## src/rtl/jk_counter_ctrl_if.sv

```systemverilog
// Command/status bus between the surrounding control logic and the JK counter sequencer.
interface jk_counter_ctrl_if #(
  parameter int WIDTH = 4
);
  logic             cmd_valid;
  logic             cmd_ready;
  logic [1:0]       cmd_op;
  logic [WIDTH-1:0] cmd_data;
  logic [7:0]       cmd_steps;
  logic             busy;
  logic             done;
  logic             err;
  logic             wrap;

  modport master (
    output cmd_valid, cmd_op, cmd_data, cmd_steps,
    input  cmd_ready, busy, done, err, wrap
  );

  modport slave (
    input  cmd_valid, cmd_op, cmd_data, cmd_steps,
    output cmd_ready, busy, done, err, wrap
  );
endinterface

```

## src/rtl/jk_counter_ctrl.sv

```systemverilog
// Sequencer driving a bank of JK flip-flops as a mod-MOD counter with clear/load/count
// commands accepted over a valid/ready handshake.
module jk_counter_ctrl #(
  parameter int WIDTH = 4,
  parameter int MOD   = 10
) (
  input  logic             CLK,
  input  logic             RST_n,
  jk_counter_ctrl_if.slave cmd,
  input  logic [WIDTH-1:0] q_fb,
  output logic [WIDTH-1:0] j,
  output logic [WIDTH-1:0] k
);

  typedef enum logic [1:0] {
    IDLE  = 2'd0,
    APPLY = 2'd1,
    RUN   = 2'd2,
    FIN   = 2'd3
  } state_t;

  localparam logic [1:0]     OP_CLEAR = 2'b00;
  localparam logic [1:0]     OP_LOAD  = 2'b01;
  localparam logic [1:0]     OP_UP    = 2'b10;
  // One extra bit so MOD == 2^WIDTH stays representable.
  localparam logic [WIDTH:0] MOD_W    = (WIDTH+1)'(MOD);
  localparam logic [WIDTH:0] MOD_M1   = (WIDTH+1)'(MOD - 1);
  localparam logic [WIDTH:0] ONE_W    = (WIDTH+1)'(1);

  state_t           state_r, state_s;
  logic [1:0]       op_r, op_s;
  logic [WIDTH-1:0] data_r, data_s;
  logic [7:0]       remain_r, remain_s;
  logic             err_r, err_s;
  logic             wrap_r, wrap_s;
  logic [WIDTH:0]   nxt_s;
  logic [WIDTH-1:0] tgt_s;

  // Out-of-range feedback is folded back into 0..MOD-1 in both directions.
  function automatic logic [WIDTH:0] next_val(input logic up, input logic [WIDTH:0] q);
    logic [WIDTH:0] r;
    if (up) begin
      if (q >= MOD_M1) r = {(WIDTH+1){1'b0}};
      else             r = q + ONE_W;
    end else begin
      if ((q == {(WIDTH+1){1'b0}}) || (q >= MOD_W)) r = MOD_M1;
      else                                          r = q - ONE_W;
    end
    return r;
  endfunction

  // Next-state, latched-command and J/K drive decode.
  always_comb begin
    state_s  = state_r;
    op_s     = op_r;
    data_s   = data_r;
    remain_s = remain_r;
    err_s    = 1'b0;
    wrap_s   = 1'b0;
    j        = {WIDTH{1'b0}};
    k        = {WIDTH{1'b0}};
    nxt_s    = next_val(op_r == OP_UP, {1'b0, q_fb});
    tgt_s    = (op_r == OP_LOAD) ? data_r : {WIDTH{1'b0}};
    case (state_r)
      IDLE: begin
        if (cmd.cmd_valid) begin
          op_s     = cmd.cmd_op;
          data_s   = cmd.cmd_data;
          remain_s = cmd.cmd_steps;
          case (cmd.cmd_op)
            OP_CLEAR: state_s = APPLY;
            OP_LOAD: begin
              if ({1'b0, cmd.cmd_data} >= MOD_W) begin
                state_s = FIN;
                err_s   = 1'b1;
              end else begin
                state_s = APPLY;
              end
            end
            default: begin
              if (cmd.cmd_steps == 8'd0) state_s = FIN;
              else                       state_s = RUN;
            end
          endcase
        end else begin
          state_s = IDLE;
        end
      end
      APPLY: begin
        j       = tgt_s;
        k       = ~tgt_s;
        state_s = FIN;
      end
      RUN: begin
        // Toggle encoding: only bits that differ from the target flip.
        j        = q_fb ^ nxt_s[WIDTH-1:0];
        k        = q_fb ^ nxt_s[WIDTH-1:0];
        remain_s = remain_r - 8'd1;
        wrap_s   = (op_r == OP_UP) ? (nxt_s == {(WIDTH+1){1'b0}}) : (nxt_s == MOD_M1);
        if (remain_r == 8'd1) state_s = FIN;
        else                  state_s = RUN;
      end
      FIN:     state_s = IDLE;
      default: state_s = IDLE;
    endcase
  end

  // State and latched command registers.
  always_ff @(posedge CLK or negedge RST_n) begin
    if (!RST_n) begin
      state_r  <= IDLE;
      op_r     <= 2'b00;
      data_r   <= {WIDTH{1'b0}};
      remain_r <= 8'd0;
      err_r    <= 1'b0;
      wrap_r   <= 1'b0;
    end else begin
      state_r  <= state_s;
      op_r     <= op_s;
      data_r   <= data_s;
      remain_r <= remain_s;
      err_r    <= err_s;
      wrap_r   <= wrap_s;
    end
  end

  assign cmd.cmd_ready = (state_r == IDLE);
  assign cmd.busy      = (state_r != IDLE);
  assign cmd.done      = (state_r == FIN);
  assign cmd.err       = err_r;
  assign cmd.wrap      = wrap_r;

endmodule
```

## src/flat_wrapper.sv

```systemverilog
// flat-port wrapper written by rule: the top's interface ports become plain ports
module jk_counter_ctrl_flat 
#(
  parameter int WIDTH = 4,
  parameter int MOD   = 10
)
  (CLK, RST_n, q_fb, j, k, cmd_cmd_valid, cmd_cmd_op, cmd_cmd_data, cmd_cmd_steps, cmd_cmd_ready, cmd_busy, cmd_done, cmd_err, cmd_wrap);
  jk_counter_ctrl_if #(.WIDTH(WIDTH)) cmd_i ();
  input  logic CLK;
  input  logic RST_n;
  input  logic [WIDTH-1:0] q_fb;
  output logic [WIDTH-1:0] j;
  output logic [WIDTH-1:0] k;
  input wire logic [$bits(cmd_i.cmd_valid)-1:0] cmd_cmd_valid;
  input wire logic [$bits(cmd_i.cmd_op)-1:0] cmd_cmd_op;
  input wire logic [$bits(cmd_i.cmd_data)-1:0] cmd_cmd_data;
  input wire logic [$bits(cmd_i.cmd_steps)-1:0] cmd_cmd_steps;
  output wire logic [$bits(cmd_i.cmd_ready)-1:0] cmd_cmd_ready;
  output wire logic [$bits(cmd_i.busy)-1:0] cmd_busy;
  output wire logic [$bits(cmd_i.done)-1:0] cmd_done;
  output wire logic [$bits(cmd_i.err)-1:0] cmd_err;
  output wire logic [$bits(cmd_i.wrap)-1:0] cmd_wrap;
  assign cmd_i.cmd_valid = cmd_cmd_valid;
  assign cmd_i.cmd_op = cmd_cmd_op;
  assign cmd_i.cmd_data = cmd_cmd_data;
  assign cmd_i.cmd_steps = cmd_cmd_steps;
  assign cmd_cmd_ready = cmd_i.cmd_ready;
  assign cmd_busy = cmd_i.busy;
  assign cmd_done = cmd_i.done;
  assign cmd_err = cmd_i.err;
  assign cmd_wrap = cmd_i.wrap;
  jk_counter_ctrl #(.WIDTH(WIDTH), .MOD(MOD)) u_core (.CLK(CLK), .RST_n(RST_n), .cmd(cmd_i), .q_fb(q_fb), .j(j), .k(k));
endmodule
```

## config.mk

```make
export PLATFORM = sky130hd
export DESIGN_NAME = jk_counter_ctrl_flat
export DESIGN_NICKNAME = d
export VERILOG_FILES = /design/src/rtl/jk_counter_ctrl_if.sv /design/src/rtl/jk_counter_ctrl.sv /design/src/flat_wrapper.sv
export SDC_FILE = /design/constraint.sdc
export NUM_CORES = 1
export LEC_CHECK = 0
export CAP_MARGIN = 25
export CORE_MARGIN = 8
export CORE_UTILIZATION = 50
export CTS_CLUSTER_DIAMETER = 200
export CTS_CLUSTER_SIZE = 20
export DETAILED_ROUTE_END_ITERATION = 7
export GPL_ROUTABILITY_DRIVEN = 0
export PLACE_DENSITY = 0.83
export SLEW_MARGIN = 0
export SYNTH_ARGS = -nofsm -noshare
export SYNTH_HDL_FRONTEND = slang
export SYNTH_SLANG_ARGS = --single-unit
```

## constraint.sdc

```tcl
create_clock -name CLK -period 4.25 [get_ports CLK]
set_clock_uncertainty 0.05 [all_clocks]
set_input_delay 1.275 -clock CLK [delete_from_list [all_inputs] [get_ports CLK]]
set_output_delay 1.275 -clock CLK [all_outputs]
set_load 0.005 [all_outputs]
```

### Yosys cells after proc, flatten, opt, wreduce, memory -nomap -nowiden

Cells that the tools add are included.

* reductions and logical operators: 10
* multipliers: 0
* div/mod/pow operators: 0
* bitwise gates (word level): 2
* $add $sub $neg: 3
* shift operators: 0
* multiplexer cells: 20
* magnitude comparators: 3
* eq/ne operators: 9

Operators by type and width (number)
* 4-bit one-hot mux with 2 select lines: 2
* 8-bit one-hot mux with 2 select lines: 1
* 5-bit two-way mux: 3
* 4-bit greater-or-equal comparator, second input constant: 3
* 8-bit by 1-bit == test with 1-bit output, second input constant: 1
* 8-bit logical NOT: 1
* 1-bit two-way mux: 8
* 8-bit two-way mux: 1
* 2-bit one-hot mux with 4 select lines: 1
* 8-bit by 1-bit subtractor with 8-bit output, second input constant: 1
* 2-bit by 1-bit == test with 1-bit output, second input constant: 3
* 2-bit == test, second input constant: 3
* 4-bit by 1-bit adder with 5-bit output, second input constant: 1
* 5-bit by 4-bit == test with 1-bit output, second input constant: 1
* 5-bit logical NOT: 1
* 4-bit by 1-bit subtractor with 5-bit output, second input constant: 1
* 2-bit logical NOT: 2
* 4-bit logical NOT: 1
* 2-bit two-way mux: 2
* 4-bit two-way mux: 1
* 4-bit inverter: 1
* 2-bit one-hot mux with 2 select lines: 1
* 2-bit AND reduction: 2
* 2-bit nonzero test: 2
* other kinds (3): 3

* output and inout port bits: 13
* bits in writable memories: 0
* flip-flop bits (word level): 18
* ROM bits: 0
* latch bits: 0
* memories kept: 0
* word-level logic and storage cells: 53

### Depth between registers and ports, before layout

* depth after elaboration: 7
* depth in mapped cells: 8
* depth with buffers taken out: 6

### Worst setup path after synthesis

OpenSTA, ideal clock, no wires.

* kind: input to output
* start: input q_fb[0]
* end: output k[2]
* required time: 2.925 ns
* stages: 6
* slack: 0.406 ns
* arrival: 2.519 ns
* path through: inv_1 ha_1 or3b_4 a211o_1 o311a_1 a31o_2

* longest elaborated chain between the ends: 6
* elaborated cells between the ends (all ways): 11

Ends and longest elaborated chain
* start: declaration: line flat_wrapper.sv:11 `input logic [WIDTH-1:0] q_fb;`
* 4-bit greater-or-equal comparator or 4-bit logical NOT (tied branches): line jk_counter_ctrl.sv:46 `if ((q == {(WIDTH+1){1'b0}}) || (q >= MOD_W)) r = MOD_M1;`
* 1-bit logical OR: line jk_counter_ctrl.sv:46
* 5-bit two-way mux: line jk_counter_ctrl.sv:46
* 5-bit two-way mux *: line jk_counter_ctrl.sv:42 `if (up) begin`
* 4-bit bitwise XOR *: line jk_counter_ctrl.sv:97 `k = q_fb ^ nxt_s[WIDTH-1:0];`
* 4-bit one-hot mux with 2 select lines *: line jk_counter_ctrl.sv:64 `case (state_r)`
* end: declaration: line flat_wrapper.sv:13 `output logic [WIDTH-1:0] k;`

Mark *: on every way between the ends. The rest lies on a longest branch, timed or not.

### Worst setup path in the final report

* start: input q_fb[1]
* end: output k[3]

Same word-level chain as after synthesis.

==> summary.txt <==
Synth
  – Proportion of synthesized area in mux cells: 4.608%
  – Largest family of logic cells by synthesized area: compound AO/OA/AOI/OAI gates
  – Post-synth EDFFs: 0
  – Synth Cell Area: about 0.0015 mm²
  – Syn Nets: 208
  – Post-synth ARST share: 100.0%
  – Post-synthesis compound-gate area fraction: 26.19%
  – Synth warn: 0
  – Seq cells post-synth: 18
  – Synth Area in Simple Gates: 23.98%
  – Post-synthesis adder-cell area fraction: roughly 8.5%
  – XOR/XNOR share of the synthesized area: 0.5973%
  – Cell count after synthesis: 177
  – Top_reg_cell synth: dfrtp_1
  – Post-Syn Area per Cell: 8.285 µm²
  – Post-synthesis sequential area ratio: 30.72%
  – Yosys cell types: 47

Clocking
  – Clk slew on worst S/H paths: 0.11 ns
  – Root buf cell: clkbuf_4
  – H-tree Lvls: 1
  – CTS tree: yes
  – CTS Buf Count: 3
  – Max clock buf depth: 2
  – Clk sink count: 18
  – Clk_lat worst skew: 0.29 ns
  – Cts hold-fix bufs: 0

Route
  – Number of DRC markers in iteration 0: 138
  – Drt first pass iters: 4
  – Post-DRT Antenna Nets: 0
  – Vias: roughly 1.6k
  – Wire per inst: 18.00 µm
  – Routed WL: 4662 µm
  – Drt drc: 0
  – Vias/cell: 6.324

Global routing
  – Total gr overflow: 0
  – GRT Resource Usage Total: about 18%
  – Initial antenna violation count: 0
  – Maximum number of pins on one net before global-route repair: 30
  – First-pass GRT wire length: 7686 µm
  – Vias in the first global route: approximately 1.6k

Worst setup path
  – Crit start category: primary input
  – Data required time of the worst path: 2.92 ns
  – Data arrival, critical path: 2.88 ns
  – Reg2Reg Depth: 6
  – FF-to-FF setup slack: 2.26 ns
  – CP endpoint: k[3]
  – Crit path from: q_fb[1]
  – RR Startpoint: u_core.remain_r[0]$_DFFE_PN0P_
  – Critical path class: primary input to output port
  – Worst setup EP type: output port
  – Crit-path max FO: 6
  – R2R Path End: u_core.remain_r[6]$_DFFE_PN0P_

Place
  – Final HPWL DP: approximately 3400 µm
  – Port bufs: 33

Floorplanning
  – Die Y: 70.16 µm
  – Die area: 0.004922 mm²
  – Die Wd: 70.16 µm
  – Core Region: 0.002781 mm²
  – Initial Util: 52.72%
  – Ports: 34
  – Rows: 19

Worst hold path
  – Worst hold stages: 2
  – Hold Path Class: flip-flop to flip-flop

Power
  – Final total power: 1.136 mW
  – Clock Power Share: under 10%
  – Leakage: 0.9141 nW
  – Switching portion of total power: 46.10%
  – VDD IR max: 0.4782 mV
  – Int Pwr: about 0.6 mW
  – Pwr dens: roughly 540 mW/mm²
  – Comb pwr share: 60.3%
  – Switch Pwr: about 0.52 mW
  – Sequential share of power: between 30% and 40%

Timing
  – Count of pins over their slew limit: 0
  – Worst rel slew slack: a little over two fifths
  – Setup TNS: 0 ns
  – Final Hold Fails: 0
  – Final setup vio count: 0
  – Worst-Margin Slew: around 0.87 ns
  – FMAX: 237.9 MHz
  – Fin crit period: 4.203 ns
  – Tcrit/Tclk final: between 90% and 100%

Cells and area
  – N_diodes: 0
  – Final core utilization: 75.21%
  – Share of layout cells above drive strength 1: between 20 and 30%
  – Nets: 260
  – Area growth syn-to-layout: 42.66%

Run status
  – Outcome: completed

Run
  – Max-cap violations: 0
==> cell type report <==
| class | instances | area (µm²) |
|---|---|---|
| sequential | 18 | 450.4 |
| timing repair buffer | 54 | 460.4 |
| inverter | 13 | 51.30 |
| multi-input combinational | 139 | 1055 |
| fill | 190 | 689.4 |
| tap | 31 | 38.79 |
| clock buffer | 4 | 36.28 |
==> logic make-up (layout without fill, tap and decap cells) <==
kind of cell / count (synthesis) / count (layout)
xor gates and xnor gates: 1 / 1
and+or+nand+nor: 64 / 64
buffers and inverters: 20 / 71
muxes: 6 / 6
DFF: 18 / 18
adders and majority gates: 10 / 10
AOI/OAI and AO/OA: 58 / 58
==> how the worst min path moves through the flow <==
stage | to | start | slack [ns]
2_1_floorplan | u_core.remain_r[7]$_DFFE_PN0P_ | u_core.remain_r[7]$_DFFE_PN0P_ | 0.44
3_3_place_gp | u_core.remain_r[7]$_DFFE_PN0P_ | u_core.remain_r[7]$_DFFE_PN0P_ | 0.46
3_5_place_dp | u_core.remain_r[7]$_DFFE_PN0P_ | u_core.remain_r[7]$_DFFE_PN0P_ | 0.48
4_1_cts | u_core.remain_r[7]$_DFFE_PN0P_ | u_core.remain_r[7]$_DFFE_PN0P_ | 0.49
5_1_grt | u_core.remain_r[7]$_DFFE_PN0P_ | u_core.remain_r[7]$_DFFE_PN0P_ | 0.51
6_report | u_core.remain_r[7]$_DFFE_PN0P_ | u_core.remain_r[7]$_DFFE_PN0P_ | 0.49
==> state kept, by name, summed over array words and instances (netlist names) <==
| name | cells |
|---|---|
| u_core.data_r | 4 |
| u_core.op_r | 2 |
| u_core.state_r | 2 |
| u_core.remain_r | 8 |
| u_core.cmd.wrap | 1 |
| u_core.cmd.err | 1 |
==> cells in the mapped netlist, drive strengths merged, types with 2 or more instances <==
master	n	share of area (%)
a211o	2	1.2
a211oi	3	1.5
a21o	2	1.0
a21oi	14	4.8
a22o	2	1.2
a31oi	2	0.85
and3	3	1.3
buf	4	1.3
clkbuf	3	0.77
dfrtp	18	31
ha	10	8.5
inv	13	3.3
mux2	6	4.6
nand2	15	3.8
nand2b	2	0.85
nand3	9	3.1
nand4	2	0.85
nor2	8	2.0
nor2b	4	1.7
nor3	2	0.68
nor3b	3	1.9
nor4	5	2.1
o211ai	2	1.0
o21ai	13	4.4
o22ai	3	1.3
o311a	2	1.4
o31ai	3	1.5
or2	3	1.3
or3	2	0.85
or3b	2	1.4
or4	2	1.0
==> critical path, cell delays in order <==
cell and delay (ns):
buf_2 0.12, buf_6 0.12, buf_6 0.12, or3_1 0.41
nor4_4 0.33, o2111ai_2 0.15, nand3_1 0.11, dlygate4sd2_1 0.23
==> layout by cell type (no fill, tap or decap), drive strengths merged, types with 4 or more instances in the layout <==
master / synthesis / layout
a21oi: 14 / 14
buf: 4 / 27
clkbuf: 3 / 6
clkdlybuf4s50: 0 / 21
dfrtp: 18 / 18
ha: 10 / 10
inv: 13 / 13
mux2: 6 / 6
nand2: 15 / 15
nand3: 9 / 9
nor2: 8 / 8
nor2b: 4 / 4
nor4: 5 / 5
o21ai: 13 / 13
==> through the flow <==
step / cell area [µm²] / hold slack, ns / cells / setup WS [ns]
2_1_floorplan: 1466 / 0.4364 / 177 / 0.4059
3_3_place_gp: 1926 / 0.4578 / 250 / -0.5781
3_5_place_dp: 1926 / 0.4774 / 250 / -0.6751
4_1_cts: 2067 / 0.4925 / 258 / -0.02624
5_1_grt: 2092 / 0.5129 / 259 / -0.03261
6_report: 2092 / 0.4930 / 259 / 0.04668
==> timing repair <==
item,4_1_cts,5_1_grt
hold endpoints to repair,0,0
gates resized for setup,54,10
setup buffers,4,1
pin swaps,8,7
setup endpoints to repair,8,8
==> power groups by stage <==
stage / registers, mW / logic, mW / clock network [mW]
after CTS: 0.335 / 0.659 / 0.109
after global routing: 0.351 / 0.750 / 0.116
after detailed placement: 0.337 / 0.647 / 0
after floorplan: 0.314 / 0.424 / 0
after global placement: 0.331 / 0.618 / 0
final: 0.342 / 0.685 / 0.108
==> routing by layer <==
| layer | GRT usage, % | wire, µm | up-vias |
|---|---|---|---|
| li1 | - | - | 762 |
| met1 | 21.35 | 1932 | 798 |
| met2 | 32.08 | 2369 | 66 |
| met3 | 4.520 | 256 | 12 |
| met4 | 6.027 | 104 | 0 |
| met5 | 0 | 0 | - |
Power figures use the tool's default switching activity.
==> patch 1: new RTL, same flow settings <==
`MOD` is set to 10 in 2 places; all go to 7.
--- a/src/rtl/jk_counter_ctrl.sv
+++ b/src/rtl/jk_counter_ctrl.sv
@@ -4,3 +4,3 @@
   parameter int WIDTH = 4,
-  parameter int MOD   = 10
+  parameter int MOD   = 7
 ) (
--- a/src/flat_wrapper.sv
+++ b/src/flat_wrapper.sv
@@ -4,3 +4,3 @@
   parameter int WIDTH = 4,
-  parameter int MOD   = 10
+  parameter int MOD   = 7
 )
Formal check against the unedited RTL: not equivalent (Yosys sat finds a counterexample within 4 cycles, from zero or initial values and one cycle with RST_n low).
==> patch 1 against the original RTL <==
Sequential cell count did not move; via count fell by 11%; final area fell by 8.6%; total power fell by 4.3%; critical path type unchanged; sequential power barely moved; setup slack got worse by 0.033 ns; sequential share of layout area rose by 2.0 points; area after synthesis fell by 6.0%; wire length fell by 18%.
==> patch 1: results (changes against the original RTL) <==
* Status: completed
* Synth unique cells at 38 (-19%)
* Delay-heaviest family, CP: buffers and inverters
* Post-CTS resize count at 21 (-61%)
* Setup WS pre-CTS at -0.441 ns (+0.234 ns)
* Static leakage at 0.000912 µW (-0.25%)
* Reg clk slew, reported paths at 0.09 ns (-0.02 ns)
* TritonRoute pass-1 iters at 5 (+1)
* Synth top area share at 0.327 (+0.0195)
* Drt via density at 5.90 (-6.7%)
* Worst endpoint data arrival time at 2.91 ns (+0.03 ns)
* NumNets Final at 247 (-5.0%)
* Commonest cells in the netlist: nand2_1 (27), a21oi_1 (19), dfrtp_1 (18), inv_1 (12), ha_1 (9)
* Pin count of the biggest net entering global routing at 21 (-30%)
* P_sw at 487 µW (-7.0%)
* Peak VDD IR at 371 µV (-22%)
* Wire length per cell at 15.6 µm (-13%)
* Placed Cells at 240 (-4.0%)
* First-pass GRT wire length at 6190 µm (-19%)
* Worst R2R Start: u_core.state_r[0]
* Number of fillers in the final layout at 212 (+12%)
* DP Wirelength at 2920 µm (-13%)
* Gate Count Post-Synth at 173 (-2.3%)
* Setup bufs post-CTS at 2 (-2)
* Worst Setup SP: q_fb[0]
* Worst Max-Slew Pin Slew at 0.814 ns (-0.0521 ns)
* Mapped Nets at 203 (-2.4%)
* FF-to-FF setup slack at 2.41 ns (+0.15 ns)
* Vias at 1,451 (-11%)
* Placed cell area at 0.00179 mm² (-7.1%)
* Top post-synthesis cells by area: dfrtp_1 (33%), ha_1 (8.2%), nand2_1 (7.4%)
* Share of layout cells above drive strength 1 at 0.181 (-0.0861)
* Worst-path fanout max at 3 (-3)
* Hold_sp: u_core.data_r[3]
* WHS at 0.502 ns (+0.00855 ns)
* Period utilisation layout at 0.997 (+0.00768)
-- patch 1: cell count changes after synthesis, sizes merged, moves of 3 or more --
cell   delta
nand2    +12
a21oi     +5
a31oi     +4
mux2i     +4
buf       +3
nand3     -3
nor2b     -3
nor3      +3
o22a      +3
o22ai     +3
or2       -3
-- patch 1: cell type report --
type                            instances  area [µm²]  area share
Multi-Input combinational cell        134         897       0.469
Timing Repair Buffer                   48         455       0.238
Sequential cell                        18         450       0.236
Inverter                               12        47.5      0.0249
Tap cell                               31        38.8      0.0203
Clock buffer                            3        22.5      0.0118
-- patch 1: routing by layer --
metal | track usage | routed length, µm | up-vias
met1 | 0.196 | 1590 | 682
met3 | 0.0307 | 255 | 2
met2 | 0.297 | 1970 | 59
li1 | - | - | 708
met4 | 0.0307 | 17 | 0
met5 | 0 | 0 | -
-- patch 1: power groups by stage --
stage	clock network (µW)	registers [µW]	logic, µW
after floorplan	0	316	431
after global placement	0	331	615
after detailed placement	0	339	645
after CTS	80.6	337	652
after global routing	87.0	350	739
final	78.7	341	668
-- patch 1: logic make-up after synthesis --
group | Yosys count | share of synthesized area
AOI/OAI and AO/OA | 53 | 0.231
xor gates and xnor gates | 2 | 0.0127
adders and majority gates | 9 | 0.0817
buffers and inverters | 21 | 0.0690
DFF | 18 | 0.327
muxes | 8 | 0.0617
and+or+nand+nor | 62 | 0.218
-- patch 1: worst paths after layout --
path / endpoint / cells past startpoint
worst max-delay path: j[1] / 11
worst min-delay path: u_core.data_r[3] / 1
worst max register to register: u_core.remain_r[4] / 7
worst min register to register: u_core.data_r[3] / 1
max in group asynchronous: u_core.data_r[0] / 1
min in group asynchronous: u_core.remain_r[6] / 1
==> patch 2: new RTL, config.mk and constraints unchanged <==
Made on the original files. The 4 states of `state_t` get a one-hot encoding in 4 bits.
--- a/src/rtl/jk_counter_ctrl.sv
+++ b/src/rtl/jk_counter_ctrl.sv
@@ -14,7 +14,7 @@
 
-  typedef enum logic [1:0] {
-    IDLE  = 2'd0,
-    APPLY = 2'd1,
-    RUN   = 2'd2,
-    FIN   = 2'd3
+  typedef enum logic [3:0] {
+    IDLE  = 4'b0001,
+    APPLY = 4'b0010,
+    RUN   = 4'b0100,
+    FIN   = 4'b1000
   } state_t;
Check against the original RTL: same outputs for any inputs over 10 cycles, from zero or initial values and one cycle with RST_n low; not proved beyond that.
==> patch 2 against the original RTL <==
Setup slack got worse by 0.025 ns; critical path depth rose by 3; wire length fell by 14%; largest cell class unchanged; final area rose by 1.6%; hold slack improved by 0.0016 ns; area after synthesis fell by 0.26%; sequential cell count rose by 2; fmax fell by 0.60%.
Power is not compared: it rests on default switching activity, and its combinational part moved more than twofold at a synthesized area within 25%.
==> patch 2: results (changes against the original RTL) <==
* Status: completed
* Number of fillers in the final layout at 187 (-1.6%)
* Drt total wl at 4020 µm (-14%)
* Clock latency on the worst-skew pair at 0.31 ns (+0.02 ns)
* NumNets Final at 242 (-6.9%)
* CP max stage delay at 0.39 ns (-0.02 ns)
* Worst endpoint data arrival time at 2.90 ns (+0.02 ns)
* H-tree Lvls at 1 (unchanged)
* Pin count of the biggest net entering global routing at 21 (-30%)
* P_sw at approximately 110 µW
* Peak VDD IR at 247 µV
* Met3 usage at 0.0395 (-0.00565)
* Worst Max-Slew Pin Slew at 0.902 ns (+0.0361 ns)
* Top Registers: u_core.remain_r: 8 flops, u_core.data_r: 4 flops, u_core.state_r: 4 flops
* TritonRoute pass-1 iters at 4 (unchanged)
* GR Util met1 at 0.189 (-0.0241)
* Wire length per cell at 16.4 µm (-8.9%)
* PortBufs at 33 (unchanged)
* TritonCTS Buffers at 3 (unchanged)
* Class of the worst hold path: reg2reg
* Post-synth ARST share at 1.00 (unchanged)
* Setup WS pre-CTS at -0.848 ns (-0.173 ns)
* Post-synthesis area per instance at 9.38 µm² (+13%)
* Antenna Cells at 0 (unchanged)
* Clk root buf: clkbuf_4
* Reg clk slew, reported paths at 0.11 ns (about the same)
* Met2 usage at 0.267 (-0.0538)
* Delay-heaviest family, CP: buffers and inverters
* First-pass GRT wire length at 6710 µm (-13%)
* Top post-synthesis cells by area: dfrtp_1 (33%), nand2_1 (5.6%), ha_1 (5.1%)
* Placed Cells at 232 (-7.2%)
* Share of layout cells above drive strength 1 at 0.308 (+0.0409)
* Antenna violations before repair at 0 (unchanged)
* # DRC at 0 (unchanged)
* Gr usage total at 0.158 (-0.0263)
* Worst-path fanout max at 3 (-3)
* # setup viols final at 0 (unchanged)
* Worst path slowest cell: or3b_4
* Seq/Total Area, Yosys at 0.343 (+0.0359)
* Mapped Nets at 183 (-12%)
* Vias in the first global route at 1,464 (-9.1%)
* CTS Buffer Depth at 2 (unchanged)
* Synth unique cells at 49 (+4.3%)
* Commonest cells in the netlist: nand2_1 (22), dfrtp_1 (19), o21ai_0 (11), a21oi_1 (9)
* Main flop type after synthesis: dfrtp_1
* Placed cell area at 0.00192 mm² (-0.26%)
* YS warnings at 0 (unchanged)
* DP Wirelength at 2850 µm (-15%)
* Vias at 1,425 (-13%)
* DR iter-0 viols at 62 (-55%)
* Static leakage at around 0.00094 µW
## patch 2: cell count changes after synthesis, moves of 4 or more
| cell | change |
|---|---|
| inv_1 | -5 |
| nand3_1 | -4 |
| a21oi_1 | -5 |
| nand2_1 | +7 |
| ha_1 | -4 |
## patch 2: path summary, 6_finish.rpt
| path | depth (start not counted) | from | endpoint | slack, ns |
|---|---|---|---|---|
| max reg2reg | 5 | u_core.state_r[0] | u_core.remain_r[4] | 2.15 |
| max in group asynchronous | 1 | RST_n | u_core.data_r[2] | 2.19 |
| min reg2reg | 2 | u_core.op_r[1] | u_core.op_r[1] | 0.49 |
| min | 2 | u_core.op_r[1] | u_core.op_r[1] | 0.49 |
| min in group asynchronous | 1 | RST_n | u_core.remain_r[5] | 1.41 |
| max | 11 | q_fb[1] | j[2] | 0.02 |
## patch 2: through the flow
stage	hold WS (ns)	TNS (ns)	power [µW]
global route	0.524	-0.0960	430
CTS	0.495	0	407
floorplan	0.416	0	232
finish	0.495	0	416
detailed placement	0.471	-5.30	288
global placement	0.446	-4.82	286
## patch 2: area by class of cell
class,count,area (µm²),share of cell area
Multi-Input combinational cell,121,953,0.448
Timing Repair Buffer,61,556,0.261
Sequential cell,20,502,0.236
Inverter,8,40.0,0.0188
Tap cell,31,38.8,0.0182
Clock buffer,4,36.3,0.0171
## patch 2: cell families (layout without fill, tap and decap cells)
logic type	Yosys count	after routing	share of synthesized area
flops	20	20	0.343
mux	5	5	0.0462
buf+inv	15	73	0.0573
xor+xnor	1	1	0.00599
fa+ha+maj	6	6	0.0513
simple gates	64	64	0.269
compound gates	45	45	0.227
## patch 2: worst register-to-register path, cell delays in order (launching register included)
cell and delay, ns:
dfstp_2 0.61, nor4b_4 0.28, nand2_1 0.42, nand2_1 0.33, a21oi_1 0.10, a211oi_1 0.23
## patch 2: power by group through the flow
stage / Clock, µW / Combinational (µW) / Sequential (µW)
2_1_floorplan: 0 / 36.5 / 195
3_3_place_gp: 0 / 90.6 / 195
3_5_place_dp: 0 / 92.5 / 195
4_1_cts: 116 / 98.7 / 192
5_1_grt: 121 / 117 / 192
6_report: 115 / 109 / 192
## patch 2: layer usage
layer / up-vias / share of wire
met4: 0 / 0.010
met2: 53 / 0.50
met5: - / 0
met3: 5 / 0.053
met1: 675 / 0.44
li1: 692 / -
## patch 2: timing repair
| item | 4_1_cts | 5_1_grt |
|---|---|---|
| setup buffers | 7 | 2 |
| resized for setup | 48 | 14 |
| hold buffers | 0 | 0 |
| endpoints found under the setup margin | 8 | 5 |
| pin swaps | 10 | 5 |
